### config.mk
export PLATFORM = sky130hd
export DESIGN_NAME = edge_generator
export DESIGN_NICKNAME = d
export VERILOG_FILES = /design/src/rtl/edge_generator.sv
export SDC_FILE = /design/constraint.sdc
export NUM_CORES = 1
export LEC_CHECK = 0
export CAP_MARGIN = 0
export CELL_PAD_IN_SITES_DETAIL_PLACEMENT = 1
export CELL_PAD_IN_SITES_GLOBAL_PLACEMENT = 2
export CORE_MARGIN = 1.5
export CORE_UTILIZATION = 25
export CTS_CLUSTER_DIAMETER = 30
export DETAILED_ROUTE_END_ITERATION = 8
export PLACE_DENSITY = 0.84
export SLEW_MARGIN = 5
export SYNTH_ARGS = -nofsm -noshare
export SYNTH_HDL_FRONTEND = slang
export SYNTH_SLANG_ARGS = --single-unit
### constraint.sdc
create_clock -name clk -period 5.4 [get_ports clk]
set_clock_uncertainty 0.15 [all_clocks]
set_input_delay 1.62 -clock clk [delete_from_list [all_inputs] [get_ports clk]]
set_output_delay 1.62 -clock clk [all_outputs]
set_load 0.05 [all_outputs]
### src/rtl/edge_generator.sv
// Output-pin edge generator: rise/fall edges, timed pulses or level pass-through,
// with sticky done flag and maskable irq. Optional macro PULSE_REPEAT_EN adds pulse trains.
module edge_generator #(
    parameter int   LEN_W      = 8,
    parameter logic IDLE_LEVEL = 1'b0
) (
    input  logic             clk,
    input  logic             rst,
    input  logic             enable,
    input  logic             start,
    output logic             ready,
    input  logic [1:0]       select_edge,
    input  logic [LEN_W-1:0] pulse_len,
    input  logic             data,
    input  logic             clr,
    input  logic             interrupt_mask,
`ifdef PULSE_REPEAT_EN
    input  logic [7:0]       pulse_count,
`endif
    output logic             dout,
    output logic             busy,
    output logic             edge_done,
    output logic             irq
);

`ifdef PULSE_REPEAT_EN
    typedef enum logic [1:0] {IDLE, PULSE, PASS, GAP} state_t;
`else
    typedef enum logic [1:0] {IDLE, PULSE, PASS} state_t;
`endif

    state_t           state, state_n;
    logic             dout_n, busy_n, done_n, set_done;
    logic [LEN_W-1:0] counter, counter_n, len_eff;
`ifdef PULSE_REPEAT_EN
    logic [LEN_W-1:0] len_q, len_n;
    logic [7:0]       left_q, left_n;
`endif

    // A zero length counts as one so the counter never wraps.
    assign len_eff = (pulse_len == '0) ? LEN_W'(1) : pulse_len;

    assign ready = enable & ((state == IDLE) | (state == PASS));
    assign irq   = edge_done & interrupt_mask;

    always_comb begin
        state_n   = state;
        dout_n    = dout;
        busy_n    = busy;
        counter_n = counter;
        set_done  = 1'b0;
`ifdef PULSE_REPEAT_EN
        len_n     = len_q;
        left_n    = left_q;
`endif
        if (enable) begin
            case (state)
                IDLE, PASS: begin
                    if (start) begin
                        case (select_edge)
                            2'b00: begin dout_n = 1'b1; set_done = 1'b1; state_n = IDLE; end
                            2'b01: begin dout_n = 1'b0; set_done = 1'b1; state_n = IDLE; end
                            2'b10: begin
                                dout_n    = ~dout;
                                counter_n = len_eff;
                                busy_n    = 1'b1;
                                state_n   = PULSE;
`ifdef PULSE_REPEAT_EN
                                len_n     = len_eff;
                                left_n    = (pulse_count == 8'd0) ? 8'd1 : pulse_count;
`endif
                            end
                            default: begin dout_n = data; state_n = PASS; end
                        endcase
                    end else if (state == PASS) begin
                        dout_n = data;
                    end
                end
                PULSE: begin
                    if (counter == LEN_W'(1)) begin
                        dout_n = ~dout;
`ifdef PULSE_REPEAT_EN
                        if (left_q > 8'd1) begin
                            // Restore level, then hold it for one pulse length before the next pulse.
                            left_n    = left_q - 8'd1;
                            counter_n = len_q;
                            state_n   = GAP;
                        end else begin
                            busy_n    = 1'b0;
                            set_done  = 1'b1;
                            counter_n = '0;
                            state_n   = IDLE;
                        end
`else
                        busy_n    = 1'b0;
                        set_done  = 1'b1;
                        counter_n = '0;
                        state_n   = IDLE;
`endif
                    end else begin
                        counter_n = counter - LEN_W'(1);
                    end
                end
`ifdef PULSE_REPEAT_EN
                GAP: begin
                    if (counter == LEN_W'(1)) begin
                        dout_n    = ~dout;
                        counter_n = len_q;
                        state_n   = PULSE;
                    end else begin
                        counter_n = counter - LEN_W'(1);
                    end
                end
`endif
                default: state_n = IDLE;
            endcase
        end
        // A set in the same cycle as clr wins so no completion is lost.
        if (!enable)
            done_n = edge_done;
        else if (set_done)
            done_n = 1'b1;
        else if (clr)
            done_n = 1'b0;
        else
            done_n = edge_done;
    end

    always_ff @(posedge clk) begin
        if (rst) begin
            state     <= IDLE;
            dout      <= IDLE_LEVEL;
            busy      <= 1'b0;
            edge_done <= 1'b0;
            counter   <= '0;
`ifdef PULSE_REPEAT_EN
            len_q     <= '0;
            left_q    <= '0;
`endif
        end else begin
            state     <= state_n;
            dout      <= dout_n;
            busy      <= busy_n;
            edge_done <= done_n;
            counter   <= counter_n;
`ifdef PULSE_REPEAT_EN
            len_q     <= len_n;
            left_q    <= left_n;
`endif
        end
    end

endmodule
After elaboration in Yosys (flattened, before gate mapping)
Index checks and enable logic that the tools add are counted.
{ "totals": {"in_bits": 17, "reg_bits": 13} }
{ "classes": {"addsub": 1, "n_eq_ne": 9, "mux": 25, "n_reduce_logical": 12, "n_bitwise": 4} }
{ "op_table": {"columns": ["cell", "count"], "rows": [
  ["$mux W8", 4],
  ["$pmux W8 S2", 1],
  ["$mux W1", 12],
  ["$eq A8 B1 Y1 const B", 1],
  ["$logic_not A8 Y1", 1],
  ["$pmux W2 S2", 2],
  ["$reduce_and A4 Y1", 2],
  ["$sub A8 B1 Y8 const B", 1],
  ["$pmux W1 S2", 3],
  ["$reduce_and A5 Y1", 1],
  ["$eq A2 B1 Y1 const B", 2],
  ["$eq A2 B2 Y1 const B", 2],
  ["$logic_not A2 Y1", 2],
  ["$mux W2", 2],
  ["$ne A2 B2 Y1 const B", 2],
  ["$reduce_bool A2 Y1", 2],
  ["$reduce_or A2 Y1", 2],
  ["$ne A3 B3 Y1 const B", 1],
  ["$pmux W1 S3", 1],
  ["$reduce_and A3 Y1", 1],
  ["$and A1 B1 Y1", 2],
  ["$ne A2 B1 Y1 const B", 1],
  ["$reduce_and A2 Y1", 1],
  ["$not A1 Y1", 1],
  ["$or A1 B1 Y1", 1]
]} }

Depth between registers and ports, before layout
{ "logic_depth": {"depth_word": 8, "mapped_depth": 6} }

Least setup slack after synthesis
OpenSTA, ideal clock, no wires.
{ "synth_path": {"path_type": "input to output", "start": "in enable", "end": "out ready", "t_arrival_ps": 2315, "setup_slack_ps": 1315, "cell_stages": 2, "path_cell_list": "inv_1 > nor2_1"} }
{ "synth_between": {"elab_chain_cells": 1} }
{ "synth_lines": {"columns": ["element", "line_no", "source"], "rows": [
  ["start: declaration", "9", "input logic enable,"],
  ["$and A1 B1 Y1", "43", "assign ready = enable & ((state == IDLE) | (state == PASS));"],
  ["end: declaration", "11", "output logic ready,"]
]} }
No other way between the ends.

Worst setup path in the final report
Ends and elaborated chain as after synthesis.

==> out/qor.log <==
qor: critical_path.timing.critical_path.from_type input pin
qor: synth.synth.ff_latch_count 13
qor: routing.drt-pass1-iter-count 4
qor: critical_path.cpMostUsedCell sky130_fd_sc_hd__clkdlybuf4s50_1
qor: synth.library_cell_occupying_the_most_area_in_the_post_synthesis_netlist sky130_fd_sc_hd__dfxtp_1
qor: sta.finalMaxSlewViolations 0
qor: routing.post_drt_via_cell_ratio 5.21
qor: die.core 0.00334 mm^2
qor: power.power.share.combinational 0.257
qor: placement.total_instance_count_after_detailed_placement 175
qor: hold_path.worst_hold_class flop to flop
qor: routing.detail_route.wl_per_cell 14.2 um
qor: power.leakagePower 0.399 nW
qor: sta.finalWorstPathRequiredPeriod 4.84 ns
qor: power.power_report.internal_total 156 uW
qor: cells_and_area.antenna_cells_inserted 0
qor: clocking.cts.path.max_buffers 2
qor: power.pwr_density_cell 193 mW/mm^2
qor: routing.wl 2.54 mm
qor: synth.synth_cells 111
qor: synth.yosys_warnings 0
qor: critical_path.critical_path.n_buffers_inverters 3
qor: critical_path.worstSetupPathType input pin to primary output
qor: routing.drt_drc_violations_left 0
qor: clocking.clock_latency 0.28 ns
qor: grt.first_global_vias 922
qor: critical_path.worst-endpoint-required 3.63 ns
qor: grt.overall_overflow_remaining_after_global_route 0
qor: die.die_y 62.2 um
qor: sta.report.final.hold_viol_count 0
qor: cells_and_area.sequential_cell_area 260 um^2
qor: critical_path.arrival 3.07 ns
qor: die.start_util 0.262
qor: job.max_cap_viol_count 0
qor: routing.detailedRoute.firstIterationViolations 28
qor: synth.ys_types 43
qor: synth.synth.net_count 130
qor: grt.grt_first_pass_wirelength 4.41 mm
qor: power.pwr-share-seq 0.467
qor: cells_and_area.multiInputGateArea 569 um^2
qor: sta.grt_setup_unrepaired false
qor: placement.place_hpwl 1.99 mm
qor: critical_path.max_stage_delay 0.81 ns
qor: cells_and_area.finalNetCount 153
qor: outcome.outcome completed
qor: critical_path.worstPathMaxFanout 4
qor: synth.synth_sequential_area_ratio 0.297
qor: clocking.ctsHoldBuffers 0
qor: synth.synth_top_area_frac 0.297
qor: routing.postRouteAntennaNets 0
qor: die.die_area 0.00387 mm^2
qor: critical_path.worstSetupEndpointType primary output
qor: die.die_x 62.2 um
qor: power.switching_power 67.4 uW
qor: cells_and_area.stdcell_count 179
qor: synth.leading_register_cell_type_out_of_synthesis sky130_fd_sc_hd__dfxtp_1
qor: grt.maximum_number_of_pins_on_one_net_before_global_route_repair 17
qor: power.ir_drop 0.120 mV
qor: sta.setup-tns-final 0 ns
qor: cells_and_area.n_fill_cell 445
qor: clocking.cts-resized-gates 0
qor: routing.detailroute.via_count 932
qor: synth.synth.top_cells.by_area sky130_fd_sc_hd__dfxtp_1 (30%), sky130_fd_sc_hd__a21oi_1 (8.0%), sky130_fd_sc_hd__nor2_1 (5.6%), sky130_fd_sc_hd__o21ai_0 (3.4%), sky130_fd_sc_hd__nand2_1 (3.4%)
qor: placement.globalplace.congestion 0.764
qor: cells_and_area.area.growth.synth_to_final 31.7%
qor: synth.syn-mean-instance-area 7.89 um^2
qor: sta.final.period_utilization 0.896
qor: grt.antenna_found_initial 0
qor: die.rows 21
qor: clocking.cts_buffers 3
qor: power.p_sw_frac 0.302
qor: clocking.clk_pin_slew_worst_paths 0.08 ns
qor: power.clock_power_share 0.276
qor: sta.timing.fmax 207 MHz
qor: grt.gr-usage-all-layers 0.142
qor: critical_path.cells_traversed_along_the_worst_timing_path clkdlybuf4s50_1 -> inv_1 -> nor2_1 -> clkdlybuf4s50_1
qor: cells_and_area.layout-drive-gt1-share 0.0752
qor: sta.worst-slew-pin-transition 0.977 ns
qor: clocking.cts_tree built
qor: clocking.clock-sinks 13
qor: synth.combined_area_of_all_synthesized_cells 876 um^2
qor: die.ios 22
qor: placement.port-buffer-count 21
qor: synth.async_flop_share 0
qor: critical_path.critPathTopFamily buffers and inverters
qor: clocking.cts.root.buffer_cell sky130_fd_sc_hd__clkbuf_4
qor: clocking.htreeDepth 1
qor: critical_path.critical_path_top_delay_cell sky130_fd_sc_hd__clkdlybuf4s50_1
qor: sta.slew_headroom 0.344
qor: clocking.post_cts.repair.setup_buffers 0
qor: synth.synth_edf_count 0
qor: sta.finalSetupViolations 0
## kinds of logic (layout without fill, tap and decap cells)
group / Yosys count / after routing / share of synthesized area
buffers and inverters: 10 / 32 / 0.0529
multiplexers: 1 / 1 / 0.0114
adder cells (fa/ha/maj): 2 / 2 / 0.0286
AO/OA/AOI/OAI: 43 / 43 / 0.334
flip-flops: 13 / 13 / 0.297
AND/OR/NAND/NOR: 42 / 42 / 0.276
## worst paths after layout
| path | slack, ns | endpoint | start | cells after the start |
|---|---|---|---|---|
| setup / recovery | 0.56 | ready | enable | 4 |
| hold / removal | 0.34 | edge_done$_SDFFE_PP0P_ | edge_done$_SDFFE_PP0P_ | 2 |
| setup reg to reg | 3.22 | counter[2]$_SDFFE_PP0P_ | counter[0]$_SDFFE_PP0P_ | 5 |
| hold reg to reg | 0.34 | edge_done$_SDFFE_PP0P_ | edge_done$_SDFFE_PP0P_ | 2 |
## power groups by stage
| stage | Combinational, mW | Sequential (mW) | Clock (mW) |
|---|---|---|---|
| after floorplan | 0.0302 | 0.109 | 0 |
| after global placement | 0.0568 | 0.106 | 0 |
| after detailed placement | 0.0578 | 0.106 | 0 |
| after CTS | 0.0580 | 0.104 | 0.0644 |
| after global routing | 0.0629 | 0.105 | 0.0688 |
| final | 0.0574 | 0.104 | 0.0615 |
## through the flow
stage	utilization	total power [mW]	worst slack [ns]	cell area, um^2	hold slack [ns]
4_1_cts	0.346	0.226	0.553	1150	0.347
3_3_place_gp	0.338	0.163	0.566	1130	0.309
5_1_grt	0.346	0.237	0.468	1150	0.381
3_5_place_dp	0.338	0.164	0.563	1130	0.335
2_1_floorplan	-	0.139	1.32	876	0.320
6_report	0.346	0.223	0.562	1150	0.341
## flip-flops by register name (all words and copies together) (netlist names)
register and count:
busy 1, edge_done 1, dout 1, state 2, counter 8
## routing by layer
layer / up-vias / part of all wire / GRT usage
met4: 0 / 0.0071 / 0.0250
li1: 465 / - / -
met5: - / 0 / 0
met1: 449 / 0.49 / 0.186
met2: 16 / 0.46 / 0.231
met3: 2 / 0.041 / 0.0453
## cells in the mapped netlist (2+ instances only)
cell and n:
sky130_fd_sc_hd__a21boi_0 2, sky130_fd_sc_hd__a21o_1 2, sky130_fd_sc_hd__a21oi_1 14, sky130_fd_sc_hd__clkbuf_1 2, sky130_fd_sc_hd__dfxtp_1 13, sky130_fd_sc_hd__ha_1 2
sky130_fd_sc_hd__inv_1 6, sky130_fd_sc_hd__nand2_1 8, sky130_fd_sc_hd__nand2b_1 4, sky130_fd_sc_hd__nand3_1 2, sky130_fd_sc_hd__nor2_1 13, sky130_fd_sc_hd__nor3_1 2
sky130_fd_sc_hd__nor4_1 2, sky130_fd_sc_hd__o21ai_0 6, sky130_fd_sc_hd__o22ai_1 2, sky130_fd_sc_hd__o31a_1 2, sky130_fd_sc_hd__o32ai_1 2, sky130_fd_sc_hd__or3b_2 2
## cell usage in the layout (no fill, tap or decap), drive strengths merged, types with 2 or more instances in the layout
master / count
a211oi: 2
clkbuf: 4
nor4: 3
nor3: 2
a21o: 2
or4: 2
nand3: 2
o31a: 2
o22ai: 2
nand2b: 4
o32ai: 2
nand2: 8
dfxtp: 13
o21ai: 7
a21boi: 2
ha: 2
a21oi: 14
inv: 6
or3b: 2
nor2: 13
clkdlybuf4s50: 21
## layout make-up
| class | instances | share of cell area |
|---|---|---|
| flip-flops and latches | 13 | 0.226 |
| clock buffers | 4 | 0.0228 |
| repair buffers | 22 | 0.189 |
| multi-input cells | 88 | 0.493 |
| inverters | 6 | 0.0195 |
| well taps | 46 | 0.0499 |
## worst min-delay path: stages, from the launching register on
cell	delay (ns)
sky130_fd_sc_hd__dfxtp_1	0.33
sky130_fd_sc_hd__nand2_1	0.06
sky130_fd_sc_hd__a21oi_1	0.06
(Power assumes the default switching activity.)
